## config.mk

```make
export PLATFORM = sky130hd
export DESIGN_NAME = asu_ddr5_phase_serializer
export DESIGN_NICKNAME = d
export VERILOG_FILES = /design/src/rtl/asu_ddr5_pkg.sv /design/src/rtl/asu_ddr5_phase_mux.sv /design/src/rtl/asu_ddr5_phase_serializer.sv
export SDC_FILE = /design/constraint.sdc
export NUM_CORES = 1
export LEC_CHECK = 0
export CAP_MARGIN = 5
export CORE_ASPECT_RATIO = 2
export CORE_UTILIZATION = 51
export CTS_BUF_LIST = sky130_fd_sc_hd__clkbuf_16
export DETAILED_ROUTE_END_ITERATION = 6
export PLACE_DENSITY_LB_ADDON = 0.05
export SYNTH_ARGS = -nofsm -noshare
export SYNTH_HDL_FRONTEND = slang
export SYNTH_SLANG_ARGS = --single-unit
```

## constraint.sdc

```tcl
create_clock -name clk_i -period 2.4 [get_ports clk_i]
set_input_delay 0.72 -clock clk_i [delete_from_list [all_inputs] [get_ports clk_i]]
set_output_delay 0.72 -clock clk_i [all_outputs]
set_load 0.01 [all_outputs]
```

## src/rtl/asu_ddr5_pkg.sv

```systemverilog
// Shared types and idle constants for the DDR5 DFI phase serializer.
package asu_ddr5_pkg;

  typedef enum logic [1:0] {
    R1_1 = 2'd0,
    R1_2 = 2'd1,
    R1_4 = 2'd2,
    R1_8 = 2'd3
  } ratio_e;

  typedef enum logic {
    IDLE = 1'b0,
    RUN  = 1'b1
  } ser_state_e;

  localparam logic IDLE_CS_N    = 1'b1;
  localparam logic IDLE_RESET_N = 1'b0;

  // Last phase index of a frame; ratios wider than the shadow clamp to its depth.
  function automatic logic [2:0] ratio_last(input logic [1:0] ratio, input int unsigned max_phases);
    int unsigned span;
    span = 32'd1 << ratio;
    if (span > max_phases) begin
      ratio_last = 3'(max_phases - 32'd1);
    end else begin
      ratio_last = 3'(span - 32'd1);
    end
  endfunction

endpackage

```

## src/rtl/asu_ddr5_phase_mux.sv

```systemverilog
// One DFI bus lane: frame shadow register plus the registered phase-select output.
module asu_ddr5_phase_mux #(
  parameter int pWIDTH      = 1,
  parameter int pMAX_PHASES = 4
) (
  input  logic                                clk_i,
  input  logic                                rst_i,
  input  logic                                load_i,
  input  logic                                run_i,
  input  logic [$clog2(pMAX_PHASES)-1:0]      sel_i,
  input  logic [pMAX_PHASES*pWIDTH-1:0]       data_i,
  input  logic [pWIDTH-1:0]                   idle_i,
  output logic [pWIDTH-1:0]                   data_o
);

  logic [pMAX_PHASES*pWIDTH-1:0] shadow_r;
  logic [pWIDTH-1:0]             phase_s [pMAX_PHASES];

  for (genvar p = 0; p < pMAX_PHASES; p++) begin : g_phase
    assign phase_s[p] = shadow_r[p*pWIDTH +: pWIDTH];
  end

  // Frame capture at each load edge.
  always_ff @(posedge clk_i) begin
    if (rst_i) begin
      shadow_r <= '0;
    end else if (load_i) begin
      shadow_r <= data_i;
    end
  end

  // Serial output: selected phase while running, DRAM-safe idle value otherwise.
  always_ff @(posedge clk_i) begin
    if (rst_i) begin
      data_o <= idle_i;
    end else if (run_i) begin
      data_o <= phase_s[sel_i];
    end else begin
      data_o <= idle_i;
    end
  end

endmodule

```

## src/rtl/asu_ddr5_phase_serializer.sv

```systemverilog
// DFI frequency-ratio serializer: captures a DFI frame and replays it one phase per clock.
// Optional sticky ratio-error flag built only when ASU_DDR5_FR_RATIO_ERR_EN is defined.
module asu_ddr5_phase_serializer
  import asu_ddr5_pkg::*;
#(
  parameter int pNUM_RANK   = 2,
  parameter int pDRAM_SIZE  = 4,
  parameter int pADDR_W     = 14,
  parameter int pMAX_PHASES = 4
) (
  input  logic                                 clk_i,
  input  logic                                 rst_i,
  input  logic                                 enable_i,
  input  logic [1:0]                           dfi_freq_ratio_i,
  input  logic [pMAX_PHASES*pNUM_RANK-1:0]     dfi_cs_n_i,
  input  logic [pMAX_PHASES*pNUM_RANK-1:0]     dfi_reset_n_i,
  input  logic [pMAX_PHASES*pADDR_W-1:0]       dfi_address_i,
  input  logic [pMAX_PHASES-1:0]               dfi_wrdata_en_i,
  input  logic [pMAX_PHASES*2*pDRAM_SIZE-1:0]  dfi_wrdata_i,
  input  logic [pMAX_PHASES*pDRAM_SIZE/4-1:0]  dfi_wrdata_mask_i,
  output logic                                 load_o,
  output logic [pNUM_RANK-1:0]                 dfi_cs_n_o,
  output logic [pNUM_RANK-1:0]                 dfi_reset_n_o,
  output logic [pADDR_W-1:0]                   dfi_address_o,
  output logic                                 dfi_wrdata_en_o,
  output logic [2*pDRAM_SIZE-1:0]              dfi_wrdata_o,
  output logic [pDRAM_SIZE/4-1:0]              dfi_wrdata_mask_o,
  output logic [2:0]                           phase_o,
  output logic                                 frame_start_o,
  output logic                                 busy_o,
  output logic                                 ratio_err_o
);

  localparam int SEL_W  = $clog2(pMAX_PHASES);
  localparam int DATA_W = 2*pDRAM_SIZE;
  localparam int MASK_W = pDRAM_SIZE/4;

  ser_state_e state_r, state_nxt_s;
  ratio_e     ratio_r;
  logic [2:0] cnt_r, cnt_nxt_s, last_s, phase_r;
  logic       load_s, run_s, at_last_s, frame_start_r;

  assign last_s    = ratio_last(ratio_r, pMAX_PHASES);
  assign at_last_s = (cnt_r == last_s);
  assign run_s     = (state_r == RUN);
  assign load_o    = load_s;
  assign busy_o    = run_s;
  assign phase_o   = phase_r;
  assign frame_start_o = frame_start_r;

  // Next-state, counter and frame-load decode; enable only matters on frame boundaries.
  always_comb begin
    state_nxt_s = state_r;
    cnt_nxt_s   = cnt_r;
    load_s      = 1'b0;
    case (state_r)
      IDLE: begin
        cnt_nxt_s = 3'd0;
        if (enable_i) begin
          load_s      = 1'b1;
          state_nxt_s = RUN;
        end else begin
          state_nxt_s = IDLE;
        end
      end
      RUN: begin
        if (at_last_s) begin
          cnt_nxt_s = 3'd0;
          if (enable_i) begin
            load_s      = 1'b1;
            state_nxt_s = RUN;
          end else begin
            state_nxt_s = IDLE;
          end
        end else begin
          cnt_nxt_s = cnt_r + 3'd1;
        end
      end
      default: begin
        state_nxt_s = IDLE;
        cnt_nxt_s   = 3'd0;
      end
    endcase
  end

  // State, counter, frame ratio and phase/frame-start output registers.
  always_ff @(posedge clk_i) begin
    if (rst_i) begin
      state_r       <= IDLE;
      cnt_r         <= 3'd0;
      ratio_r       <= R1_1;
      phase_r       <= 3'd0;
      frame_start_r <= 1'b0;
    end else begin
      state_r <= state_nxt_s;
      cnt_r   <= cnt_nxt_s;
      if (load_s) begin
        ratio_r <= ratio_e'(dfi_freq_ratio_i);
      end
      if (run_s) begin
        phase_r       <= cnt_r;
        frame_start_r <= (cnt_r == 3'd0);
      end else begin
        phase_r       <= 3'd0;
        frame_start_r <= 1'b0;
      end
    end
  end

  asu_ddr5_phase_mux #(.pWIDTH(pNUM_RANK), .pMAX_PHASES(pMAX_PHASES)) u_cs_n (
    .clk_i(clk_i), .rst_i(rst_i), .load_i(load_s), .run_i(run_s), .sel_i(cnt_r[SEL_W-1:0]),
    .data_i(dfi_cs_n_i), .idle_i({pNUM_RANK{IDLE_CS_N}}), .data_o(dfi_cs_n_o));

  asu_ddr5_phase_mux #(.pWIDTH(pNUM_RANK), .pMAX_PHASES(pMAX_PHASES)) u_reset_n (
    .clk_i(clk_i), .rst_i(rst_i), .load_i(load_s), .run_i(run_s), .sel_i(cnt_r[SEL_W-1:0]),
    .data_i(dfi_reset_n_i), .idle_i({pNUM_RANK{IDLE_RESET_N}}), .data_o(dfi_reset_n_o));

  asu_ddr5_phase_mux #(.pWIDTH(pADDR_W), .pMAX_PHASES(pMAX_PHASES)) u_address (
    .clk_i(clk_i), .rst_i(rst_i), .load_i(load_s), .run_i(run_s), .sel_i(cnt_r[SEL_W-1:0]),
    .data_i(dfi_address_i), .idle_i({pADDR_W{1'b0}}), .data_o(dfi_address_o));

  asu_ddr5_phase_mux #(.pWIDTH(1), .pMAX_PHASES(pMAX_PHASES)) u_wrdata_en (
    .clk_i(clk_i), .rst_i(rst_i), .load_i(load_s), .run_i(run_s), .sel_i(cnt_r[SEL_W-1:0]),
    .data_i(dfi_wrdata_en_i), .idle_i(1'b0), .data_o(dfi_wrdata_en_o));

  asu_ddr5_phase_mux #(.pWIDTH(DATA_W), .pMAX_PHASES(pMAX_PHASES)) u_wrdata (
    .clk_i(clk_i), .rst_i(rst_i), .load_i(load_s), .run_i(run_s), .sel_i(cnt_r[SEL_W-1:0]),
    .data_i(dfi_wrdata_i), .idle_i({DATA_W{1'b0}}), .data_o(dfi_wrdata_o));

  asu_ddr5_phase_mux #(.pWIDTH(MASK_W), .pMAX_PHASES(pMAX_PHASES)) u_wrdata_mask (
    .clk_i(clk_i), .rst_i(rst_i), .load_i(load_s), .run_i(run_s), .sel_i(cnt_r[SEL_W-1:0]),
    .data_i(dfi_wrdata_mask_i), .idle_i({MASK_W{1'b0}}), .data_o(dfi_wrdata_mask_o));

`ifdef ASU_DDR5_FR_RATIO_ERR_EN
  logic ratio_err_r;
  logic ratio_err_set_s;

  // A mid-frame ratio change, or a 1:8 request the shadow cannot hold, is flagged.
  assign ratio_err_set_s = (run_s && !load_s && (dfi_freq_ratio_i != ratio_r)) ||
                           (load_s && (dfi_freq_ratio_i == R1_8) && (pMAX_PHASES < 8));

  // Sticky error flag, cleared only by reset.
  always_ff @(posedge clk_i) begin
    if (rst_i) begin
      ratio_err_r <= 1'b0;
    end else if (ratio_err_set_s) begin
      ratio_err_r <= 1'b1;
    end
  end

  assign ratio_err_o = ratio_err_r;
`else
  assign ratio_err_o = 1'b0;
`endif

endmodule

```

==> reports/qor.yml, run 1 <==
yosys:
  syn_area_sq_mm: 0.00686
  yosysSeqAreaShare_pct: 43.8
  synthTopCellsByCount: "150 x dfxtp_1, 115 x nand2b_1, 115 x nand4b_1, 65 x o21ai_0, 49 x o21ai_2"
  synthArstFlopShare_pct: 0
  ys_warn_count: 0
  synth.distinct_cells: 28
  ys.flop_type: "dfxtp_1"
  synth_cells: 646
  yosysMostFrequentCell: "dfxtp_1"
  synth_top_cell_by_area: "dfxtp_1"
  synth_area_leaders: "dfxtp_1 44%, nand4b_1 15%, nand2b_1 10%, mux4_2 9.2%, o21ai_2 6.3%"
  synth_top_area_share_pct: 43.8
  syn_nets: 765
  synth_edf_count: 0
  synth-seq-cells: 150
  syn_avg_cell_area_sq_um: 10.6
hold_path:
  hold-path-endpoint: "u_wrdata.shadow_r[9]"
  hold_path_startpoint: "u_wrdata.shadow_r[9]"
  hold_depth: 2
  hold_path_class: "reg2reg"
setup_path:
  r2r-start: "ratio_r[1]"
  reg2reg_slack_ns: 0.19
  worstPathArrival_ns: 1.61
  cp-start-kind: "flip-flop"
  worstPathMaxFanout: 3
  r2r_cells: 6
  reg2reg_to: "u_address.shadow_r[15]"
  worst-endpoint-required_ns: 1.68
  critical_path_class: "reg2out"
  worstSetupEndpointType: "primary output"
clocking:
  clockRootBuffer: "clkbuf_16"
  cts-buffers-inserted: 17
  cts_buffer_depth: 2
  cts_tree: "yes"
  cts_hold_buf: 0
  h-tree-depth: 4
  cts_sinks: 150
  cts.clk_slew.worst_paths_ns: 0.06
  clk_latency_ns: 0.41
finish:
  area.sequential_sq_mm: 0.00301
  multi_input_area_sq_mm: 0.00342
  postLayoutCoreUtil_pct: 68.1
  num-fill-cells: 1046
  area_delta_synth_final_pct: 29.8
  num-nets-final: 872
  design_area_sq_mm: 0.00890
  drive_above_1_share_pct: 17.1
floorplanning:
  ioPinCount: 152
  die_h_microns: 166
  dieWidth_microns: 84.0
  die_area_sq_mm: 0.0139
  core.rowCount: 59
  coreArea_sq_mm: 0.0131
  start_util_pct: 52.5
global_route:
  grt_pass1_wl_mm: 26.3
  antenna_found_initial: 1
  grt_max_degree: 233
  grt_pass1_vias: 5253
  gr-total-overflow: 0
  grt_use_total_pct: 23.9
route:
  drc: 16
  ant_nets: 0
  vias: 5249
  viasPerCell: 5.72
  drt_wl_total_mm: 16.2
  drt-wirelength-per-cell_microns: 17.7
  drt_iter0_drc: 270
  firstDrtPassIters: 6
place:
  gp_congestion: 0.734
  dp_hpwl_mm: 9.67
  port_buffers: 150
  placed_area_sq_mm: 0.00824
timing:
  min_period_ns: 2.33
  rsz0062_at_grt: "no"
  max_freq_mhz: 430
  finClkSkew_ns: 0.0108
  setup_tns_ns: 0
  relSlewSlack_pct: 20.5
  fin_crit_sh_pct: 96.9
  setup_violations: 0
  slew_viol_final: 0
  whs_ns: 0.471
  hold_violations: 0
  worst_pin_slew_ns: 1.19
power_and_ir_drop:
  power.density_mw_per_mm2: 707
  ir_drop_mv: 0.480
  p_leak_nw: 3.02
run_status:
  violations: "design-rule violations"
  outcome: "finished, violations left"
run:
  maxCapViolations: 0
flip-flops by register name, summed over array words and instances (netlist names):
signal / count
u_address.shadow_r: 56
u_wrdata.shadow_r: 32
u_address.data_o: 14
u_cs_n.shadow_r: 8
u_reset_n.shadow_r: 8
u_wrdata.data_o: 8
u_wrdata_en.shadow_r: 4
u_wrdata_mask.shadow_r: 4
cnt_r: 3
phase_o: 3
ratio_r: 2
u_cs_n.data_o: 2
u_reset_n.data_o: 2
busy_o: 1
frame_start_o: 1
u_wrdata_en.data_o: 1
u_wrdata_mask.data_o: 1
worst max-delay path by stage:
stage	start	to	slack [ns]
finish	ratio_r[1]	load_o	0.07
global route	ratio_r[1]	load_o	0.02
CTS	ratio_r[1]	load_o	0.04
detailed placement	ratio_r[1]	load_o	0.05
global placement	ratio_r[1]	load_o	0.08
floorplan	enable_i	load_o	0.20
cells by family (layout without fill, tap and decap cells):
logic type | count (synthesis) | count (layout) | share of synthesized area (%)
compound gates | 116 | 116 | 11.3
xor+xnor | 2 | 2 | 0.256
fa+ha+maj | 2 | 2 | 0.365
buf+inv | 80 | 199 | 6.61
flops | 150 | 150 | 43.8
mux | 28 | 28 | 9.20
other cells | 1 | 2 | 0.0547
simple gates | 267 | 267 | 28.5
what timing repair did:
action / in CTS / in global routing
setup buffers: 0 / 2
pin swaps: 1 / 2
endpoints found under the setup margin: 1 / 77
gates resized for setup: 5 / 2
metal layers:
layer	GRT usage (%)	share of wire [%]	wire, microns	vias to the layer above
li1	-	-	-	2541
met1	27.9	39	6380	2534
met2	41.8	54	8720	148
met3	5.77	4.8	777	26
met4	9.00	2.2	355	0
met5	0	0	0	-
where the power goes:
| group | leakage [nW] | switching [mW] | total [mW] | internal [mW] |
|---|---|---|---|---|
| Clock | 0.308 | 1.03 | 2.86 | 1.83 |
| Sequential | 1.23 | 0.0727 | 2.71 | 2.63 |
| Combinational | 1.48 | 0.315 | 0.726 | 0.411 |
| Total | 3.02 | 1.42 | 6.29 | 4.88 |
cell type report:
cell class | instances | share of cell area (%)
timing repair buffer | 164 | 18.3
clock buffer | 17 | 4.78
tap | 152 | 2.14
multi-input combinational | 416 | 38.4
clock inverter | 14 | 2.38
sequential | 150 | 33.8
antenna | 1 | 0.0281
inverter | 4 | 0.169
cell usage in the layout, fill, tap and decap left out, types with 3 or more instances in the layout:
master	count
bufinv_16	5
o21ai_0	65
buf_4	13
inv_1	6
clkbuf_16	17
clkinvlp_4	3
dfxtp_1	148
mux4_2	28
nand2b_1	114
nand4b_1	115
nor2_1	3
o21ai_2	49
clkinv_4	3
clkdlybuf4s50_1	147
nor2b_1	26
worst max-delay path, stage by stage, from the launching register on:
cell and delay [ns]:
dfxtp_1 0.33, or3_4 0.40, o211ai_4 0.19, and2_4 0.18
buf_6 0.10
per-stage QoR:
| stage | worst slack, ns | total power, mW | std cells |
|---|---|---|---|
| 2_1_floorplan | 0.202 | 3.20 | 646 |
| 3_3_place_gp | 0.0759 | 3.46 | 884 |
| 3_5_place_dp | 0.0547 | 3.48 | 884 |
| 4_1_cts | 0.0432 | 6.33 | 915 |
| 5_1_grt | 0.0158 | 6.51 | 918 |
| 6_report | 0.0750 | 6.29 | 918 |
Power figures use the tool's default switching activity.
==> run 2: changes to the inputs <==
ABC_AREA = 0   (was default)
CORE_UTILIZATION = 63   (was 51)
DONT_BUFFER_PORTS = 1   (was default)
==> run 2 against run 1 <==
Net effect:
- the run now ends clean
- utilization rose by 1.1 points
- register-to-register slack improved by 0.36 ns
- critical path depth fell by 1
- worst setup slack improved by 0.020 ns
==> reports/qor.yml, run 2 (synthesis gave the netlist of run 1 again) <==
run_status:
  outcome: "finished, final reports clean"
route:
  top_layer: "met4"
  drt_wl_total_mm: 14.4  # -11%
  drt-wirelength-per-cell_microns: 19.3  # +9.3%
  wl_met1_mm: 5.72  # -10%
  met2WireLength_mm: 7.61  # -13%
  drt_iter0_drc: 251  # -7.0%
  firstDrtPassIters: 6  # unchanged
  drc: 0  # -16
  ant_nets: 0  # unchanged
  viasPerCell: 6.26  # +9.5%
  route.met3.wl_microns: 901  # +16%
  vias: 4676  # -11%
setup_path:
  cp-start-kind: "flip-flop"
  worstPathArrival_ns: 1.58  # -0.03 ns
  reg2reg_to: "u_cs_n.shadow_r[5]"
  crit_path_cell_trace: "or3_1, o211ai_4, and2_4"
  cp_slowest_cell: "or3_1"
  max_stage_delay_ns: 0.41  # about the same
  critical_path_class: "reg2out"
  worstPathMaxFanout: 3  # unchanged
  worstSetupEndpointType: "primary output"
  r2r_cells: 5  # -1
  critPathLaunch: "ratio_r[1]"
  cp-endpoint: "load_o"
  r2r-start: "ratio_r[1]"
  reg2reg_slack_ns: 0.55  # +0.36 ns
  worst-endpoint-required_ns: 1.68  # about the same
clocking:
  cts-buffers-inserted: 17  # unchanged
  cts_hold_buf: 0  # unchanged
  h-tree-depth: 4  # unchanged
  cts.clk_slew.worst_paths_ns: 0.06  # about the same
  cts_tree: "yes"
  cts_sinks: 150  # unchanged
  clockRootBuffer: "clkbuf_16"
  cts_buffer_depth: 2  # unchanged
  cts_setup_buffers: 0  # unchanged
  ctsResizeCount: 0  # -5
  clk_latency_ns: 0.41  # about the same
power_and_ir_drop:
  p_leak_nw: 2.40  # -20%
  p_sw_share_pct: 22.3  # -0.20 points
  p_switching_mw: 1.29  # -9.2%
  seqPwrFrac_pct: 47.2  # +4.2 points
  p_clk_share_pct: 45.5  # about the same
  p_int_mw: 4.48  # -8.2%
  power.density_mw_per_mm2: 790  # +12%
  combPwrFrac_pct: 7.3  # -4.2 points
  ir_drop_mv: 0.537  # +12%
global_route:
  grt_max_degree: 234  # +0.43%
  grt_pass1_vias: 4529  # -14%
  gr-total-overflow: 0  # unchanged
  grt_pass1_wl_mm: 22.3  # -15%
  antenna_found_initial: 0  # -1
  grt_use_total_pct: 26.3  # +2.4 points
finish:
  final_common_cell: "dfxtp_1"
  drive_above_1_share_pct: 19.7  # +2.5 points
  final_cell_mix: "148 x dfxtp_1, 115 x nand4b_1, 115 x nand2b_1"
  largest_reg_flops: 56  # unchanged
  num-nets-final: 717  # -18%
  area_delta_synth_final_pct: 6.39
  top_register: "u_address.shadow_r"
  insertedDiodeCount: 0  # -1
  final-instance-count-excl-fill: 747  # -19%
  top_regs: "u_address.shadow_r x56, u_wrdata.shadow_r x32, u_address.data_o x14"
place:
  port_buffers: 0  # -100%
  gp_congestion: 0.761  # +3.7%
  place_inst: 716  # -19%
  dp_hpwl_mm: 8.62  # -11%
timing:
  slew_viol_final: 0  # unchanged
  setup_tns_ns: 0  # unchanged
  fin_crit_sh_pct: 96.0  # -0.84 points
  relSlewSlack_pct: 64.2  # +44 points
  rsz0062_at_grt: "no"
  setup_violations: 0  # unchanged
  worst_pin_slew_ns: 0.537  # -0.655 ns
  min_period_ns: 2.30  # -0.0200 ns
  hold_violations: 0  # unchanged
  finClkSkew_ns: 0.00941  # -0.00136 ns
  max_freq_mhz: 434  # +0.87%
floorplanning:
  start_util_pct: 65.0  # +13 points
  ioPinCount: 152  # unchanged
  die_h_microns: 150  # -9.9%
  dieWidth_microns: 75.8  # -9.8%
  coreArea_sq_mm: 0.0105  # -19%
  core.rowCount: 53  # -10%
  die_area_sq_mm: 0.0113  # -19%
hold_path:
  hold_path_class: "in2reg"
run:
  maxCapViolations: 0  # unchanged
run 2: cell count changes in the layout (fill, tap and decap cells not counted), sizes merged:
cell	previous run	this run
diode	1	0
clkdlybuf4s50	147	0
bufinv	5	3
buf	17	9
inv	6	8
run 2: how the worst min path moves through the flow:
stage | from | end | slack [ns] | cells after the start
2_1_floorplan | u_address.shadow_r[28] | u_address.shadow_r[28] | 0.45 | 2
3_3_place_gp | u_address.shadow_r[42] | u_address.shadow_r[42] | 0.46 | 2
3_5_place_dp | u_address.shadow_r[41] | u_address.shadow_r[41] | 0.46 | 2
4_1_cts | rst_i | busy_o | 0.36 | 1
5_1_grt | rst_i | busy_o | 0.36 | 1
6_report | rst_i | busy_o | 0.40 | 1
run 2: routing by layer:
metal  track usage [%]  vias to the layer above
met4              7.69                        0
met1              30.0                     2285
li1                  -                     2229
met5                 0                        -
met2              45.0                      146
met3              9.09                       16
run 2: power by group through the flow:
stage,registers [mW],logic (mW),clock network [mW]
2_1_floorplan,2.74,0.457,0
5_1_grt,2.73,0.465,2.78
4_1_cts,2.72,0.428,2.67
3_3_place_gp,2.76,0.413,0
6_report,2.72,0.422,2.62
3_5_place_dp,2.77,0.423,0
run 2: per-stage QoR:
stage          util (%)  power (mW)  setup slack [ns]  area [sq um]  hold WS (ns)
3_5_place_dp       63.6        3.20             0.515          6710         0.458
6_report           69.2        5.77            0.0950          7290         0.395
5_1_grt            69.2        5.98            0.0142          7290         0.359
3_3_place_gp       63.6        3.18             0.531          6710         0.455
2_1_floorplan         -        3.20             0.202          6860         0.446
4_1_cts            69.2        5.82            0.0695          7290         0.364
run 2: layout make-up:
class	instances	area [sq um]
inverter	4	15.0
timing repair buffer	9	105
multi-input combinational	416	3410
clock inverter	14	160
clock buffer	17	425
sequential	150	3010
tap	137	171
fill	841	3250
run 2: worst max-delay path: cells and delay by family, from the launching register on:
family / cells / cell delay [ns]
flip-flops: 1 / 0.33
AND/OR/NAND/NOR: 2 / 0.64
AO/OA/AOI/OAI: 1 / 0.21
